$ cat src/rtl/echo_delay_ctrl.sv
// Echo delay-line sequencer: one tap read and one sample write per input sample
// against an external registered single-port RAM, with circular pointers and fill gating.
module echo_delay_ctrl #(
  parameter int ADDR_W        = 14,
  parameter int DATA_W        = 24,
  parameter int DEFAULT_DELAY = 12000
) (
  input  logic              clock,
  input  logic              reset_n,
  input  logic              valid,
  input  logic [DATA_W-1:0] audio_in,
  input  logic [ADDR_W-1:0] delay_len,
  input  logic              delay_load,
  output logic [ADDR_W-1:0] ram_addr,
  output logic              ram_we,
  output logic [DATA_W-1:0] ram_wdata,
  input  logic [DATA_W-1:0] ram_rdata,
  output logic [DATA_W-1:0] tap_out,
  output logic              tap_valid,
  output logic              busy,
  output logic              overrun
);

  localparam logic [ADDR_W-1:0] DEF_DLY = ADDR_W'(DEFAULT_DELAY);

  typedef enum logic [1:0] {S_IDLE, S_RD, S_WR} state_t;

  state_t            r_state;
  logic [ADDR_W-1:0] r_wr_ptr;
  logic [ADDR_W-1:0] r_delay_act;
  logic [ADDR_W-1:0] r_fill_cnt;
  logic              r_pend;
  logic [ADDR_W-1:0] r_pend_val;
  logic [DATA_W-1:0] r_samp;
  logic [ADDR_W-1:0] r_ram_addr;
  logic              r_ram_we;
  logic [DATA_W-1:0] r_ram_wdata;
  logic [DATA_W-1:0] r_tap_out;
  logic              r_tap_valid;
  logic              r_busy;
  logic              r_overrun;

  logic [ADDR_W-1:0] w_dl_clamp;
  logic              w_apply;
  logic [ADDR_W-1:0] w_new_dly;
  logic [ADDR_W-1:0] w_dly_eff;
  logic              w_filled;

  // A load in the same IDLE cycle wins over a pending value.
  assign w_dl_clamp = (delay_len == '0) ? ADDR_W'(1) : delay_len;
  assign w_apply    = delay_load | r_pend;
  assign w_new_dly  = delay_load ? w_dl_clamp : r_pend_val;
  assign w_dly_eff  = w_apply ? w_new_dly : r_delay_act;
  assign w_filled   = (r_fill_cnt >= r_delay_act);

  always_ff @(posedge clock) begin
    if (!reset_n) begin
      r_state     <= S_IDLE;
      r_wr_ptr    <= '0;
      r_delay_act <= DEF_DLY;
      r_fill_cnt  <= '0;
      r_pend      <= 1'b0;
      r_pend_val  <= '0;
      r_samp      <= '0;
      r_ram_addr  <= '0;
      r_ram_we    <= 1'b0;
      r_ram_wdata <= '0;
      r_tap_out   <= '0;
      r_tap_valid <= 1'b0;
      r_busy      <= 1'b0;
      r_overrun   <= 1'b0;
    end else begin
      r_tap_valid <= 1'b0;
      if (r_state != S_IDLE) begin
        if (valid) r_overrun <= 1'b1;
        if (delay_load) begin
          r_pend     <= 1'b1;
          r_pend_val <= w_dl_clamp;
        end
      end
      case (r_state)
        S_IDLE: begin
          if (w_apply) begin
            r_delay_act <= w_new_dly;
            r_pend      <= 1'b0;
            r_fill_cnt  <= '0;
          end
          if (valid) begin
            r_samp     <= audio_in;
            r_ram_addr <= r_wr_ptr - w_dly_eff;
            r_ram_we   <= 1'b0;
            r_busy     <= 1'b1;
            r_state    <= S_RD;
          end
        end
        S_RD: begin
          r_ram_addr  <= r_wr_ptr;
          r_ram_we    <= 1'b1;
          r_ram_wdata <= r_samp;
          r_state     <= S_WR;
        end
        S_WR: begin
          // Read data for the RD address is on ram_rdata during this cycle.
          r_tap_out   <= w_filled ? ram_rdata : '0;
          r_tap_valid <= 1'b1;
          r_wr_ptr    <= r_wr_ptr + 1'b1;
          if (!w_filled) r_fill_cnt <= r_fill_cnt + 1'b1;
          r_ram_we    <= 1'b0;
          r_busy      <= 1'b0;
          r_state     <= S_IDLE;
        end
        default: begin
          r_ram_we <= 1'b0;
          r_busy   <= 1'b0;
          r_state  <= S_IDLE;
        end
      endcase
    end
  end

  assign ram_addr  = r_ram_addr;
  assign ram_we    = r_ram_we;
  assign ram_wdata = r_ram_wdata;
  assign tap_out   = r_tap_out;
  assign tap_valid = r_tap_valid;
  assign busy      = r_busy;
  assign overrun   = r_overrun;

endmodule

$ cat config.mk
export PLATFORM = sky130hd
export DESIGN_NAME = echo_delay_ctrl
export DESIGN_NICKNAME = d
export VERILOG_FILES = /design/src/rtl/echo_delay_ctrl.sv
export SDC_FILE = /design/constraint.sdc
export NUM_CORES = 1
export LEC_CHECK = 0
export ABC_AREA = 1
export BUFFER_PORTS_ARGS = -buffer_cell sky130_fd_sc_hd__buf_2
export CAP_MARGIN = 20
export CORE_MARGIN = 4
export CORE_UTILIZATION = 50
export CTS_BUF_LIST = sky130_fd_sc_hd__clkbuf_8
export CTS_CLUSTER_SIZE = 10
export DETAILED_ROUTE_END_ITERATION = 10
export PLACE_DENSITY_LB_ADDON = 0.12
export SLEW_MARGIN = 20
export SYNTH_ARGS = -nofsm -noshare
export SYNTH_HDL_FRONTEND = slang
export SYNTH_SLANG_ARGS = --single-unit
export TNS_END_PERCENT = 100
$ cat constraint.sdc
create_clock -name clock -period 3.2 [get_ports clock]
set_clock_uncertainty 0.1 [all_clocks]
set_input_delay 0.32 -clock clock [delete_from_list [all_inputs] [get_ports clock]]
set_output_delay 0.32 -clock clock [all_outputs]
set_load 0.03 [all_outputs]
==> impl_metrics.ini, run 1 <==
[placement]
hpwlAfterDp_mm = 12.9
gp_congestion = 0.936
pre_cts_slack_ps = 385
io_buffers = 131
dpl-instance-area_um2 = 7870

[timing]
hold_viol_final = 0
worst_pin_slew_ps = 898
fin_ws_ps = 477
rsz0062_at_grt = no
relSlewSlack_pct = 40.1
holdWs_ps = 26.8
period_minus_slack_ps = 2720
fin_setup_tns_ps = 0
setup_viol = 0
final_max_slew_viol_count = 0
final.period_utilization_pct = 85.1
fmax_mhz = 367

[floorplanning]
pin_count = 132
start_util_pct = 51.1
rows = 43
die_y_um = 127
coreArea_um2 = 13900
die_w_um = 127
dieArea_um2 = 16200

[grt]
antenna_found_initial = 0
grt_pass1_vias = 6392
grtUsageTotal_pct = 23.3
grt_overflow_total = 0
grt_first_pass_wirelength_mm = 30.6
grt_max_degree = 99

[detailed_routing]
num_vias = 6748
drc = 0
wl_mm = 18.7
postRouteAntennaNets = 0
dr.first_iter.drc_count = 537
avgRoutedWirePerCell_um = 14.2
viasPerCell = 5.13
firstDrtPassIters = 5

[clock_network]
clkSlewWorstSetupHoldPaths_ps = 80
postCtsHoldBufs = 40
cts_tree = built
clkSinkCount = 148
post-cts-setup-buffers = 0
htree_levels = 4
cts_buffers = 17
clockBufferDepth = 2
cts_resized = 0
clk_latency_ps = 460
cts_root_buffer = clkbuf_8

[synthesis]
ys_warn_count = 0
synthDominantCellAreaShare_pct = 41.6
ys_types = 43
synth.ff_latch_count = 148
synth_top_family_by_area = simple AND/OR/NAND/NOR gates
synth_compound_area_share_pct = 20.1
syn_area_um2 = 7120
yosysTopAreaCell = dfxtp_1
synthArstFlopShare_pct = 0
ys_seq_area_share_pct = 41.6
synthSimpleGateAreaFrac_pct = 22.9
synth_xor_area_share_pct = 1.35
synth_adder_area_share_pct = 5.38
synth_fp_nets = 1066
avgSynthCellArea_um2 = 7.34
synth-edff-count = 0
ys.flop_type = dfxtp_1
synth.area.mux_share_pct = 0
syn_inst = 970
yosys-top-cells-area = dfxtp_1, nor2_1, nand2_1, o21ai_0, ha_1

[worst_setup_path]
endpoint_kind = flip-flop
worstPathMaxFanout = 18
start_kind = flip-flop
cp_cell_sequence = nor2_2, o21ai_0, ha_1, nand2_1, o21ai_0, nor2_1, o21ai_0, nand2_1, nand2_1, o21bai_1
critPathKind = reg2reg
critPathSlowestCell = nor2_2
cp.required_ps = 3450
arrival_ps = 2970
path_buf_inv = 0
max_stage_delay_ps = 500
crit_family = compound AO/OA/AOI/OAI gates

[min_path]
hold_class = in2reg

[flow_run]
max-cap-violations = 0

[power]
ir_drop_mv = 0.226
p_leak_uw = 0.00401
powerDensity_nw_per_um2 = 493

[final_layout]
diodes = 0
area_growth_pct = 22.2
drive_above_1_share_pct = 18.1
post-route-util_pct = 62.4
fin_area_um2 = 8700
nets = 1219

[status]
status = complete, no violations
synthesized netlist by cell type (15+ instances only):
cell and n:
ha_1 29, dfxtp_1 148, o21ai_0 91, inv_1 95, inv_2 15, nor2_1 170, nand2_1 142, o21a_1 26
a21oi_1 45, o211ai_1 16, o22ai_1 20, clkbuf_1 23, nand3_1 52
worst register-to-register path, stage by stage (launching register included):
cell      delay, ps
dfxtp_1         320
nor2_2          500
o21ai_0         300
ha_1            440
nand2_1         120
o21ai_0         310
nor2_1           90
o21ai_0         230
nand2_1          80
nand2_1          60
o21bai_1         60
cells by family (layout without fill, tap and decap cells):
logic type,count (synthesis),count (layout)
AOI/OAI and AO/OA,232,232
xor gates and xnor gates,11,11
adders and majority gates,30,30
buffers and inverters,156,322
DFF,148,148
and+or+nand+nor,393,393
per-stage QoR:
step                      std cells  power, uW
final                          1316       4290
after global routing           1316       4490
after CTS                      1316       4330
after detailed placement       1244       2730
after global placement         1244       2720
after floorplan                 970       2520
placed cells by master (no fill, tap or decap), types with 17 or more instances in the layout:
master         count
o21a_1            26
inv_1             96
a21oi_1           45
dfxtp_1          148
ha_1              29
clkbuf_8          17
nor2_1           170
o22ai_1           20
dlygate4sd3_1     40
buf_2            131
nand2_1          142
nand3_1           52
o21ai_0           91
state kept, by name, indices dropped and copies added, names as in the netlist:
register     cells
busy             1
r_wr_ptr        14
ram_addr        14
r_pend           1
r_state          2
ram_wdata       24
r_delay_act     14
r_pend_val      14
tap_out         24
r_samp          24
tap_valid        1
overrun          1
r_fill_cnt      14
layout make-up:
cell class | count | area [um2]
Inverter | 112 | 420
Timing Repair Buffer | 178 | 1120
Clock buffer | 17 | 234
Tap cell | 180 | 225
Clock inverter | 15 | 193
Fill cell | 1286 | 5240
Sequential cell | 148 | 2960
Multi-Input combinational cell | 666 | 3540
where the power goes:
group          total (uW)  internal [uW]  switching [uW]
registers            2000           1950            51.7
clock network        1560            794             771
logic                 727            252             475
total                4290           2990            1300
layer usage:
layer	part of all wire (%)	vias to the layer above	track usage, %
met5	0	-	0
met3	5.4	42	4.60
li1	-	3518	-
met2	46	154	38.4
met1	45	3034	30.1
met4	2.9	0	9.02
final timing paths:
kind	from	to	slack (ps)	cells past startpoint
setup / recovery	r_pend	ram_addr[8]	480	10
hold / removal	audio_in[11]	r_samp[11]	30	3
setup reg to reg	r_pend	ram_addr[8]	480	10
hold reg to reg	busy	busy	370	2
Note: power is estimated with default switching activity, not from simulation.
==> run 2, diff against run 1 <==
Settings changed: CORE_UTILIZATION 50 to 58.
==> run 2 against run 1 <==
Wire length fell by 3.2%. Register-to-register slack improved by 160 ps. Count of clock-buffer cells in the layout unchanged. Final area is 2.7% lower. Fmax is 6.3% higher. Non-clock buffer count is 14 lower. Highest routed layer unchanged.
==> impl_metrics.ini, run 2 (synthesized netlist as in run 1, its figures left out) <==
[floorplanning]
dieArea_um2 = 14100
pin_count = 132
die_w_um = 119
die_y_um = 119
coreArea_um2 = 12000
start_util_pct = 59.3
rows = 40

[detailed_routing]
firstDrtPassIters = 5
avgRoutedWirePerCell_um = 14.3
dr.first_iter.drc_count = 540
routed-wl-met2_mm = 8.43
wl_met3_um = 928
viasPerCell = 5.35
postRouteAntennaNets = 0
num_vias = 6785
top_layer = met4
drc = 0
wl_mm = 18.1
wl_met1_mm = 8.29

[timing]
rsz0062_at_grt = no
holdWs_ps = 15.8
period_minus_slack_ps = 2560
relSlewSlack_pct = 39.6
hold_viol_final = 0
final.period_utilization_pct = 80.1
final_max_slew_viol_count = 0
setup_viol = 0
fmax_mhz = 390
fin_ws_ps = 638
fin_setup_tns_ps = 0
worst_pin_slew_ps = 905

[status]
status = complete, no violations

[clock_network]
clkSlewWorstSetupHoldPaths_ps = 90
clkSinkCount = 148
clk_latency_ps = 450
cts_tree = built
clockBufferDepth = 2
htree_levels = 4
cts_root_buffer = clkbuf_8
cts_buffers = 17

[worst_setup_path]
arrival_ps = 2820
cp.required_ps = 3460
critPathSlowestCell = fa_1
cp_cell_sequence = nor2_2, o21ai_0, ha_1, fa_1, nor3_1, nor2_1, o21ai_0, nand2_1, nand2_1, o21bai_1
worstPathMaxFanout = 12
critPathKind = reg2reg
endpoint_kind = flip-flop
start_kind = flip-flop
max_stage_delay_ps = 450

[min_path]
hold_class = in2reg

[placement]
gp_congestion = 0.877
dpl-instance-area_um2 = 7830
io_buffers = 131
dp_cells = 1213
pre_cts_slack_ps = 346
hpwlAfterDp_mm = 12.5

[grt]
antenna_found_initial = 0
grt_pass1_vias = 6073
grtUsageTotal_pct = 25.5
grt_max_degree = 99
grt_first_pass_wirelength_mm = 29.6
grt_overflow_total = 0

[power]
switching_share_pct = 30.6
ir_drop_mv = 0.380
power.switching_uw = 1270
p_leak_uw = 0.00394
seqPwrFrac_pct = 48.1
p_int_uw = 2890
p_comb_share_pct = 17.1
powerDensity_nw_per_um2 = 492
pwr-share-clk_pct = 34.8

[final_layout]
fin_area_um2 = 8460
area_growth_pct = 18.9
layout_commonest_cell = nor2_1
fin_cells = 1269
diodes = 0
mostFrequentLayoutCells = nor2_1, dfxtp_1, nand2_1
drive_above_1_share_pct = 18.4
nets = 1205

[flow_run]
max-cap-violations = 0
-- run 2: changes by cell type in the layout (fill, tap and decap cells not counted) --
cell,previous run,this run
dlygate4sd3_1,40,24
buf_12,1,0
inv_1,96,97
inv_6,6,4
clkinv_4,1,2
clkinv_2,0,2
bufinv_16,3,2
inv_8,2,1
buf_4,6,9
-- run 2: final timing paths --
path,from,endpoint,slack [ps],cells past startpoint
hold / removal,audio_in[21],r_samp[21],20,3
hold reg to reg,busy,busy,370,2
setup reg to reg,r_pend,ram_addr[8],640,10
setup / recovery,r_pend,ram_addr[8],640,10
-- run 2: critical path, delay by kind of cell, from the launching register on --
| family | cells | cell delay (ps) |
|---|---|---|
| AOI/OAI and AO/OA | 3 | 490 |
| adders and majority gates | 2 | 710 |
| DFF | 1 | 320 |
| and+or+nand+nor | 5 | 860 |
-- run 2: power by group through the flow --
stage	sequential (uW)	combinational, uW	clock (uW)
after global placement	2040	673	0
after detailed placement	2040	682	0
after floorplan	2140	379	0
after global routing	2010	788	1550
after CTS	2000	708	1470
final	2000	711	1450
-- run 2: per-stage QoR --
stage | total power, uW | utilization [%]
4_1_cts | 4170 | 70.4
6_report | 4160 | 70.4
3_3_place_gp | 2710 | 65.2
3_5_place_dp | 2720 | 65.2
2_1_floorplan | 2520 | -
5_1_grt | 4350 | 70.4
-- run 2: cell type report --
| class | instances | area (um2) |
|---|---|---|
| Fill cell | 1027 | 3550 |
| Clock buffer | 17 | 234 |
| Tap cell | 147 | 184 |
| Sequential cell | 148 | 2960 |
| Multi-Input combinational cell | 666 | 3540 |
| Inverter | 112 | 420 |
| Clock inverter | 15 | 156 |
| Timing Repair Buffer | 164 | 963 |
-- run 2: what timing repair did --
item | 4_1_cts | 5_1_grt
hold buffers | 24 | 0
buffers inserted | 0 | 0
gates resized for setup | 0 | 0
hold endpoints to repair | 24 | 0
-- run 2: routing by layer --
metal  vias to the layer above  track usage [%]
li1                       3481                -
met1                      3081             33.6
met2                       189             41.1
met3                        34             5.36
met4                         0             9.92
met5                         -                0
